==> src/rtl/ex_flag_branch_stage_pkg.sv <==
// ============================================================================
// Module : wisc_pkg
// Brief  : Shared opcodes, condition codes, flag indices and stage FSM type
//          for the WISC-S15 EX flag/branch stage.
// Rev    : 1.0  initial release
// ============================================================================
`default_nettype none

package wisc_pkg;

   localparam logic [2:0] ADD  = 3'b000;
   localparam logic [2:0] SUB  = 3'b001;
   localparam logic [2:0] NAND = 3'b010;
   localparam logic [2:0] XOR  = 3'b011;
   localparam logic [2:0] INC  = 3'b100;
   localparam logic [2:0] SRA  = 3'b101;
   localparam logic [2:0] SRL  = 3'b110;
   localparam logic [2:0] SLL  = 3'b111;

   localparam logic [2:0] COND_NEQ    = 3'b000;
   localparam logic [2:0] COND_EQ     = 3'b001;
   localparam logic [2:0] COND_GT     = 3'b010;
   localparam logic [2:0] COND_LT     = 3'b011;
   localparam logic [2:0] COND_GTE    = 3'b100;
   localparam logic [2:0] COND_LTE    = 3'b101;
   localparam logic [2:0] COND_OVFL   = 3'b110;
   localparam logic [2:0] COND_UNCOND = 3'b111;

   localparam int FLAG_Z = 2;
   localparam int FLAG_V = 1;
   localparam int FLAG_N = 0;

   typedef enum logic [0:0] {
      RUN   = 1'b0,
      FLUSH = 1'b1
   } state_t;

   // Bits of {Z,V,N} that an opcode is allowed to overwrite.
   function automatic logic [2:0] flag_write_mask(input logic [2:0] op);
      logic [2:0] mask;
      mask = 3'b000;
      case (op)
         ADD, SUB, INC: mask = 3'b111;
         NAND, XOR:     mask = 3'b100;
         default:       mask = 3'b000;
      endcase
      return mask;
   endfunction

endpackage

`default_nettype wire

==> src/rtl/ex_flag_branch_stage_if.sv <==
// ============================================================================
// Module : ex_flag_branch_stage_if
// Brief  : Upstream (ALU side) and downstream (MEM/WB side) handshake bundle.
// Rev    : 1.0  initial release
// ============================================================================
`default_nettype none

interface ex_flag_branch_stage_if #(
   parameter int DATA_W = 16
) ();

   logic              in_valid;
   logic              in_ready;
   logic              alu_done;
   logic [2:0]        alu_op;
   logic [DATA_W-1:0] alu_result;
   logic [2:0]        alu_flags;
   logic              is_branch;
   logic [2:0]        cond;
   logic [DATA_W-1:0] branch_target;
   logic [3:0]        wb_reg;
   logic              wb_en;

   logic              out_valid;
   logic              out_ready;
   logic [DATA_W-1:0] out_result;
   logic [3:0]        out_wb_reg;
   logic              out_wb_en;

   modport master (
      output in_valid, alu_done, alu_op, alu_result, alu_flags, is_branch,
             cond, branch_target, wb_reg, wb_en, out_ready,
      input  in_ready, out_valid, out_result, out_wb_reg, out_wb_en
   );

   modport slave (
      input  in_valid, alu_done, alu_op, alu_result, alu_flags, is_branch,
             cond, branch_target, wb_reg, wb_en, out_ready,
      output in_ready, out_valid, out_result, out_wb_reg, out_wb_en
   );

endinterface

`default_nettype wire

==> src/rtl/ex_flag_branch_stage_branch_cond_eval.sv <==
// ============================================================================
// Module : branch_cond_eval
// Brief  : Combinational branch condition check against committed {Z,V,N}.
// Rev    : 1.0  initial release
// ============================================================================
`default_nettype none

module branch_cond_eval
   import wisc_pkg::*;
(
   input  logic [2:0] cond,
   input  logic [2:0] flags,
   output logic       taken
);

   logic w_z;
   logic w_v;
   logic w_n;

   assign w_z = flags[FLAG_Z];
   assign w_v = flags[FLAG_V];
   assign w_n = flags[FLAG_N];

   always_comb begin
      taken = 1'b0;
      case (cond)
         COND_NEQ:    taken = !w_z;
         COND_EQ:     taken = w_z;
         COND_GT:     taken = !w_z && !w_n;
         COND_LT:     taken = w_n;
         COND_GTE:    taken = w_z || !w_n;
         COND_LTE:    taken = w_z || w_n;
         COND_OVFL:   taken = w_v;
         COND_UNCOND: taken = 1'b1;
         default:     taken = 1'b0;
      endcase
   end

endmodule

`default_nettype wire

==> src/rtl/ex_flag_branch_stage.sv <==
// ============================================================================
// Module : ex_flag_branch_stage
// Brief  : EX output register, flag register and branch resolve/squash FSM.
//          Optional branch statistics counters under EX_BRANCH_STATS_EN.
// Rev    : 1.0  initial release
// ============================================================================
`default_nettype none

module ex_flag_branch_stage
   import wisc_pkg::*;
#(
   parameter int FLUSH_CYCLES = 2,
   parameter int DATA_W       = 16
) (
   input  logic                    clk,
   input  logic                    rst,
   ex_flag_branch_stage_if.slave   bus,
   output logic [2:0]              flags_q,
   output logic                    branch_taken,
   output logic [DATA_W-1:0]       branch_pc,
   output logic                    flush_upstream
`ifdef EX_BRANCH_STATS_EN
   ,
   output logic [15:0]             br_taken_cnt,
   output logic [15:0]             br_nt_cnt
`endif
);

   localparam logic [2:0] c_flush_init = 3'(FLUSH_CYCLES);

   state_t            r_state;
   logic [2:0]        r_cnt;
   logic [2:0]        r_flags;
   logic              r_out_valid;
   logic [DATA_W-1:0] r_out_result;
   logic [3:0]        r_out_wb_reg;
   logic              r_out_wb_en;
   logic              r_branch_taken;
   logic [DATA_W-1:0] r_branch_pc;

   logic              w_in_ready;
   logic              w_accept;
   logic              w_run_accept;
   logic              w_cond_taken;
   logic              w_take;
   logic [2:0]        w_flag_mask;

   assign w_in_ready   = !r_out_valid || bus.out_ready;
   assign w_accept     = bus.in_valid && bus.alu_done && w_in_ready;
   assign w_run_accept = w_accept && (r_state == RUN);
   assign w_take       = w_run_accept && bus.is_branch && w_cond_taken;
   assign w_flag_mask  = flag_write_mask(bus.alu_op);

   // Branches see the flags committed before this edge, never the current op's.
   branch_cond_eval u_branch_cond_eval (
      .cond  (bus.cond),
      .flags (r_flags),
      .taken (w_cond_taken)
   );

   always_ff @(posedge clk) begin
      if (rst) begin
         r_state        <= RUN;
         r_cnt          <= 3'd0;
         r_flags        <= 3'b000;
         r_out_valid    <= 1'b0;
         r_out_result   <= '0;
         r_out_wb_reg   <= 4'd0;
         r_out_wb_en    <= 1'b0;
         r_branch_taken <= 1'b0;
         r_branch_pc    <= '0;
      end else begin
         r_branch_taken <= 1'b0;

         if (w_run_accept) begin
            r_out_valid  <= 1'b1;
            r_out_result <= bus.alu_result;
            r_out_wb_reg <= bus.wb_reg;
            r_out_wb_en  <= bus.wb_en && !bus.is_branch;
         end else if (bus.out_ready) begin
            r_out_valid  <= 1'b0;
         end

         if (w_run_accept && !bus.is_branch) begin
            r_flags <= (r_flags & ~w_flag_mask) | (bus.alu_flags & w_flag_mask);
         end

         if (r_state == RUN) begin
            if (w_take) begin
               r_state        <= FLUSH;
               r_cnt          <= c_flush_init;
               r_branch_taken <= 1'b1;
               r_branch_pc    <= bus.branch_target;
            end
         end else begin
            // Wrong-path slots are consumed (handshaken) but never forwarded.
            if (r_cnt == 3'd0) begin
               r_state <= RUN;
            end else if (w_accept) begin
               r_cnt <= r_cnt - 3'd1;
               if (r_cnt == 3'd1) begin
                  r_state <= RUN;
               end
            end
         end
      end
   end

`ifdef EX_BRANCH_STATS_EN
   logic [15:0] r_br_taken_cnt;
   logic [15:0] r_br_nt_cnt;

   always_ff @(posedge clk) begin
      if (rst) begin
         r_br_taken_cnt <= 16'd0;
         r_br_nt_cnt    <= 16'd0;
      end else if (w_run_accept && bus.is_branch) begin
         if (w_cond_taken) begin
            if (r_br_taken_cnt != 16'hFFFF) r_br_taken_cnt <= r_br_taken_cnt + 16'd1;
         end else begin
            if (r_br_nt_cnt != 16'hFFFF) r_br_nt_cnt <= r_br_nt_cnt + 16'd1;
         end
      end
   end

   assign br_taken_cnt = r_br_taken_cnt;
   assign br_nt_cnt    = r_br_nt_cnt;
`endif

   assign bus.in_ready   = w_in_ready;
   assign bus.out_valid  = r_out_valid;
   assign bus.out_result = r_out_result;
   assign bus.out_wb_reg = r_out_wb_reg;
   assign bus.out_wb_en  = r_out_wb_en;
   assign flags_q        = r_flags;
   assign branch_taken   = r_branch_taken;
   assign branch_pc      = r_branch_pc;
   assign flush_upstream = (r_state == FLUSH);

endmodule

`default_nettype wire

==> src/flat_wrapper.sv <==
// flat-port wrapper written by rule: the top's interface ports become plain ports
module ex_flag_branch_stage_flat import wisc_pkg::*;
#(
   parameter int FLUSH_CYCLES = 2,
   parameter int DATA_W       = 16
)
  (clk, rst, flags_q, branch_taken, branch_pc, flush_upstream, bus_in_valid, bus_alu_done, bus_alu_op, bus_alu_result, bus_alu_flags, bus_is_branch, bus_cond, bus_branch_target, bus_wb_reg, bus_wb_en, bus_out_ready, bus_in_ready, bus_out_valid, bus_out_result, bus_out_wb_reg, bus_out_wb_en);
  ex_flag_branch_stage_if #(.DATA_W(DATA_W)) bus_i ();
  input  logic clk;
  input  logic rst;
  output logic [2:0] flags_q;
  output logic branch_taken;
  output logic [DATA_W-1:0] branch_pc;
  output logic flush_upstream;
  input wire logic [$bits(bus_i.in_valid)-1:0] bus_in_valid;
  input wire logic [$bits(bus_i.alu_done)-1:0] bus_alu_done;
  input wire logic [$bits(bus_i.alu_op)-1:0] bus_alu_op;
  input wire logic [$bits(bus_i.alu_result)-1:0] bus_alu_result;
  input wire logic [$bits(bus_i.alu_flags)-1:0] bus_alu_flags;
  input wire logic [$bits(bus_i.is_branch)-1:0] bus_is_branch;
  input wire logic [$bits(bus_i.cond)-1:0] bus_cond;
  input wire logic [$bits(bus_i.branch_target)-1:0] bus_branch_target;
  input wire logic [$bits(bus_i.wb_reg)-1:0] bus_wb_reg;
  input wire logic [$bits(bus_i.wb_en)-1:0] bus_wb_en;
  input wire logic [$bits(bus_i.out_ready)-1:0] bus_out_ready;
  output wire logic [$bits(bus_i.in_ready)-1:0] bus_in_ready;
  output wire logic [$bits(bus_i.out_valid)-1:0] bus_out_valid;
  output wire logic [$bits(bus_i.out_result)-1:0] bus_out_result;
  output wire logic [$bits(bus_i.out_wb_reg)-1:0] bus_out_wb_reg;
  output wire logic [$bits(bus_i.out_wb_en)-1:0] bus_out_wb_en;
  assign bus_i.in_valid = bus_in_valid;
  assign bus_i.alu_done = bus_alu_done;
  assign bus_i.alu_op = bus_alu_op;
  assign bus_i.alu_result = bus_alu_result;
  assign bus_i.alu_flags = bus_alu_flags;
  assign bus_i.is_branch = bus_is_branch;
  assign bus_i.cond = bus_cond;
  assign bus_i.branch_target = bus_branch_target;
  assign bus_i.wb_reg = bus_wb_reg;
  assign bus_i.wb_en = bus_wb_en;
  assign bus_i.out_ready = bus_out_ready;
  assign bus_in_ready = bus_i.in_ready;
  assign bus_out_valid = bus_i.out_valid;
  assign bus_out_result = bus_i.out_result;
  assign bus_out_wb_reg = bus_i.out_wb_reg;
  assign bus_out_wb_en = bus_i.out_wb_en;
  ex_flag_branch_stage #(.FLUSH_CYCLES(FLUSH_CYCLES), .DATA_W(DATA_W)) u_core (.clk(clk), .rst(rst), .bus(bus_i), .flags_q(flags_q), .branch_taken(branch_taken), .branch_pc(branch_pc), .flush_upstream(flush_upstream));
endmodule
==> config.mk <==
export PLATFORM = sky130hd
export DESIGN_NAME = ex_flag_branch_stage_flat
export DESIGN_NICKNAME = d
export VERILOG_FILES = /design/src/rtl/ex_flag_branch_stage_pkg.sv /design/src/rtl/ex_flag_branch_stage_if.sv /design/src/rtl/ex_flag_branch_stage_branch_cond_eval.sv /design/src/rtl/ex_flag_branch_stage.sv /design/src/flat_wrapper.sv
export SDC_FILE = /design/constraint.sdc
export NUM_CORES = 1
export LEC_CHECK = 0
export ABC_AREA = 0
export CORE_MARGIN = 8
export CORE_UTILIZATION = 35
export DETAILED_ROUTE_END_ITERATION = 10
export PLACE_DENSITY = 0.76
export SLEW_MARGIN = 30
export SYNTH_ARGS = -nofsm -noshare
export SYNTH_HDL_FRONTEND = slang
export SYNTH_HIERARCHICAL = 1
export SYNTH_SLANG_ARGS = --single-unit
==> constraint.sdc <==
create_clock -name clk -period 1.6 [get_ports clk]
set_input_delay 0.16 -clock clk [delete_from_list [all_inputs] [get_ports clk]]
set_output_delay 0.16 -clock clk [all_outputs]
set_load 0.02 [all_outputs]
After elaboration in Yosys (flattened, before gate mapping) --
Cells that the tools add are included.
Cells by class: shift operators 0, bitwise logic cells 5, divide/modulo/power cells 0, add/sub/neg operators 1, mux-type cells 13, reductions and logical operators 25, order comparisons 0, equality and inequality tests 14, $mul 0
Operators with widths (number):
- == test 3 bit, second input constant | 5
- == test 3 x 2 -> 1 bit, second input constant | 4
- 2-to-1 mux 3 bit | 4
- == test 3 x 1 -> 1 bit, second input constant | 3
- logical NOT 3 bit | 3
- logical AND 1 bit | 8
- case mux 1 bit (8 select lines) | 1
- 2-to-1 mux 1 bit | 7
- bitwise AND 3 bit | 2
- case mux 3 bit (2 select lines) | 1
- logical NOT 1 bit | 4
- inequality test 2 bit, second input constant | 2
- nonzero test 2 bit | 2
- OR reduction 2 bit | 2
- logical OR 1 bit | 3
- inverter 3 bit | 1
- OR 3 bit | 1
- AND reduction 3 bit | 1
- OR reduction 3 bit | 1
- subtractor 3 x 1 -> 3 bit, second input constant | 1
- AND reduction 2 bit | 1
- inverter 1 bit | 1
Storage, ports and cells: logic and storage cells 67, register bits after elaboration 46, RAM bits 0, memory bits (read-only) 0, memories kept 0, bits in latches 0, input port bits 52

Longest topological paths before layout --
word-level depth 8, depth in mapped cells 10, mapped depth without buffers 8

Hierarchy --
Netlist, hierarchy kept.
By module, submodules not included:
- ex_flag_branch_stage | instances 1, area each 1740.4 µm², cells each 196
- branch_cond_eval | instances 1, area each 76.3 µm², cells each 11

Least setup slack after synthesis --
Ideal clock, no wire load.
kind register to register, from register (tool-made name), to register u_core.r_branch_pc[6], in the netlist u_core/branch_pc[6], setup slack -0.237 ns, buffers on the path 2, data arrival time 1.709 ns, stages on the path, launching flop included 11, period minus slack after synthesis 1.837 ns, cells stage by stage dfxtp_1 > nand2_1 > mux2i_1 > a21oi_1 > o21a_1 > nand2_1 > nor4_2 > buf_4 > buf_6 > mux2i_1 > nor2_1
RTL lines:
- to (signal assigned) | line ex_flag_branch_stage.sv:93 | r_branch_pc <= bus.branch_target;
- to (decl) | line ex_flag_branch_stage.sv:39 | logic [DATA_W-1:0] r_branch_pc;

==> impl_metrics.toml <==
[placed_design]
placed_cell_area_um2 = 2980
place.gp.congestion = 0.747
detailedPlacementHpwl_um = 4080
post-place-ws_ns = -0.606
io_buffers = 95

[timing]
report.final.hold_viol_count = 0
report.final.slew_viol_count = 0
fin_ws_ns = -0.141
setup_repair_after_global_routing_missed_its_margin = "yes"
fin_skew_ns = 0.00813
timing.final.crit_share_pct = 109
final_setup_vio_count = 17
post-route-min-period_ns = 1.74
timing_worst_slew_pin_value_ns = 0.385
timing.slew.headroom_pct = 74.3
setup_total_negative_slack_ns = -1.67
timing.fmax_mhz = 574

[synthesis]
synth-xor-area-share_pct = 0
synthCells = 207
number_of_distinct_library_cell_variants_in_the_gate_level_netlist_after_synthesis = 31
syn_nets = 262
largest_family_of_logic_cells_by_synthesized_area = "simple AND/OR/NAND/NOR gates"
seq_area_frac_synth_pct = 50.7
synth_compound_area_share_pct = 11.6
syn_area_um2 = 1820
ys_seq_elements = 46
ys.warnings.count = 6
area_share_of_and_or_nand_nor_cells_after_synthesis_pct = 21.2
synth_adder_area_share_pct = 2.07
synthMuxAreaShare_pct = 9.92
avgSynthCellArea_um2 = 8.78

[clocking]
cts_setup_buffers = 0
clkTransAtPathRegs_ns = 0.09
root_buffer_selected_by_cts = "clkbuf_8"
h-tree-depth = 2
tritoncts_buffers = 5
clock_path_buffers = 2
cts_hold_buf = 0
numClockSinks = 46
tritoncts = "yes"
insertion_delay_ns = 0.29

[worst_setup_path]
startpoint_types = "flip-flop"
timing.setup.critical_path_class = "reg -> reg"
worstPathArrival_ns = 1.92
endpoint_kind = "flip-flop"
worst-endpoint-required_ns = 1.77
worst-path-max-fanout = 11

[finish]
area_growth_syn_to_layout_pct = 69.8
final_cell_mix = "clkdlybuf4s50_1 (89), nand2_1 (47), dfxtp_1 (42)"
layout_cell_share_with_drive_strength_beyond_1_pct = 13.3
leading_cell_type_in_the_layout_fill_and_taps_excluded = "clkdlybuf4s50_1"
post-route-cell-area_um2 = 3080
finish.utilization_pct = 60.8
antenna_cells = 0
final_nets = 369

[drt]
antenna_violating_nets_post_route = 0
routed-via-count = 1783
dr.pass1.iters = 4
drt_iter0_drc = 44
detail_route.vias_per_cell = 4.63
totalWireLength_um = 5340
drt-wirelength-per-cell_um = 13.9
total_drc_errors_in_the_routed_layout = 0

[power_and_ir_drop]
static-leakage-power_uw = 0.00113
max-vdd-ir-drop_uv = 541
intPower_uw = 1780
power_per_cell_area_nw_per_um2 = 772
clkPwrFrac_pct = 31.4
net_load_switching_power_uw = 598
pwr-share-comb_pct = 18.2
swShare_pct = 25.1
design_power_total_uw = 2380
seq_power_share_pct = 50.4

[run]
max_cap_viol_count = 0

[floorplanning]
placement_rows = 26
num_io_pins = 96
core_area_um2 = 5070
die_w_um = 88.0
initial_core_util_pct = 35.8
floorplan.die_area_um2 = 7750
dieHeight_um = 88.0

[global_routing]
grt_overflow_total = 0
total_routing_usage_reported_by_global_routing_pct = 13.7
pin_count_of_the_biggest_net_entering_global_routing = 31
antenna_violations_before_repair = 0
first_global_vias = 1792
grt_first_pass_wirelength_um = 8400

[run_status]
violations = "setup timing"
status = "complete, but fails checks"

[min_path]
min-delay-path-class = "in -> reg"
-- cell families (layout without fill, tap and decap cells) --
family	count (synthesis)	in the layout
and+or+nand+nor	84	84
adders and majority gates	3	3
DFF	46	46
muxes	18	18
AOI/OAI and AO/OA	38	38
buffers and inverters	18	126
-- per-layer routing --
| layer | vias to the layer above | share of wire (%) | GRT usage (%) |
|---|---|---|---|
| met5 | - | 0 | 0 |
| met1 | 819 | 40 | 14.5 |
| met2 | 51 | 52 | 24.6 |
| li1 | 903 | - | - |
| met3 | 10 | 6.0 | 3.75 |
| met4 | 0 | 2.2 | 6.45 |
-- per-stage QoR --
step / hold WS, ns / instances
after global routing: 0.266 / 385
after floorplan: 0.286 / 207
after global placement: 0.438 / 378
after detailed placement: 0.446 / 378
final: 0.261 / 385
after CTS: 0.254 / 385
-- worst max-delay path, stage by stage (launching register included) --
cell	delay, ns
dfxtp_4	0.37
nand2_2	0.05
mux2i_1	0.12
a21oi_1	0.13
o21a_1	0.16
nand2_2	0.07
nor4_4	0.21
buf_6	0.23
mux2i_1	0.22
nor2_1	0.06
-- cells in the mapped netlist --
cell type | count | area (um^2)
o21a_1 | 1 | 7.51
dfxtp_1 | 46 | 921
buf_2 | 3 | 15.0
nand3b_1 | 2 | 15.0
ha_1 | 3 | 37.5
buf_4 | 1 | 7.51
clkbuf_1 | 7 | 26.3
nand4b_1 | 1 | 8.76
or4_1 | 1 | 7.51
nor3_2 | 1 | 10.0
nor2_1 | 19 | 71.3
nor4_2 | 1 | 12.5
buf_6 | 1 | 11.3
nand2_1 | 49 | 184
nor3b_2 | 1 | 12.5
o21ai_0 | 5 | 25.0
or3_1 | 1 | 6.26
nor4_1 | 1 | 6.26
inv_1 | 6 | 22.5
nor3_1 | 1 | 5.00
o41ai_1 | 2 | 17.5
mux2i_1 | 18 | 180
nor2b_2 | 1 | 8.76
nand2b_1 | 2 | 12.5
a211oi_1 | 1 | 7.51
a21oi_1 | 27 | 135
nor2b_4 | 1 | 13.8
o31a_1 | 1 | 8.76
nor2b_1 | 1 | 6.26
nand3_1 | 1 | 5.00
a211o_1 | 1 | 8.76
-- what timing repair did --
| action | 4_1_cts | 5_1_grt |
|---|---|---|
| gates resized for setup | 13 | 2 |
| setup endpoints to repair | 21 | 19 |
| pin swaps | 2 | 0 |
| gates cloned | 0 | 0 |
-- layout make-up --
type / count / area, um^2
flip-flops and latches: 46 / 931
repair buffers: 112 / 1100
well taps: 70 / 87.6
fillers: 462 / 1990
clock inverters: 2 / 15.0
multi-input cells: 143 / 846
clock buffers: 6 / 82.6
inverters: 6 / 22.5
-- final timing paths --
| kind | slack (ns) | from | depth (start not counted) | to |
|---|---|---|---|---|
| setup / recovery | -0.14 | flip-flop | 9 | u_core/branch_pc[0]$_SDFFE_PP0P_ |
| hold / removal | 0.26 | rst | 2 | u_core/branch_pc[12]$_SDFFE_PP0P_ |
| setup reg to reg | -0.14 | flip-flop | 9 | u_core/branch_pc[0]$_SDFFE_PP0P_ |
| hold reg to reg | 0.46 | u_core/bus.out_result[0]$_SDFFE_PP0N_ | 2 | u_core/bus.out_result[0]$_SDFFE_PP0N_ |
-- power by group through the flow --
| stage | registers [uW] | clock network (uW) | logic (uW) |
|---|---|---|---|
| floorplan | 1270 | 0 | 123 |
| global placement | 1230 | 0 | 429 |
| detailed placement | 1230 | 0 | 435 |
| CTS | 1200 | 786 | 436 |
| global route | 1210 | 824 | 465 |
| finish | 1200 | 747 | 433 |
Note: power is estimated with default switching activity, not from simulation.
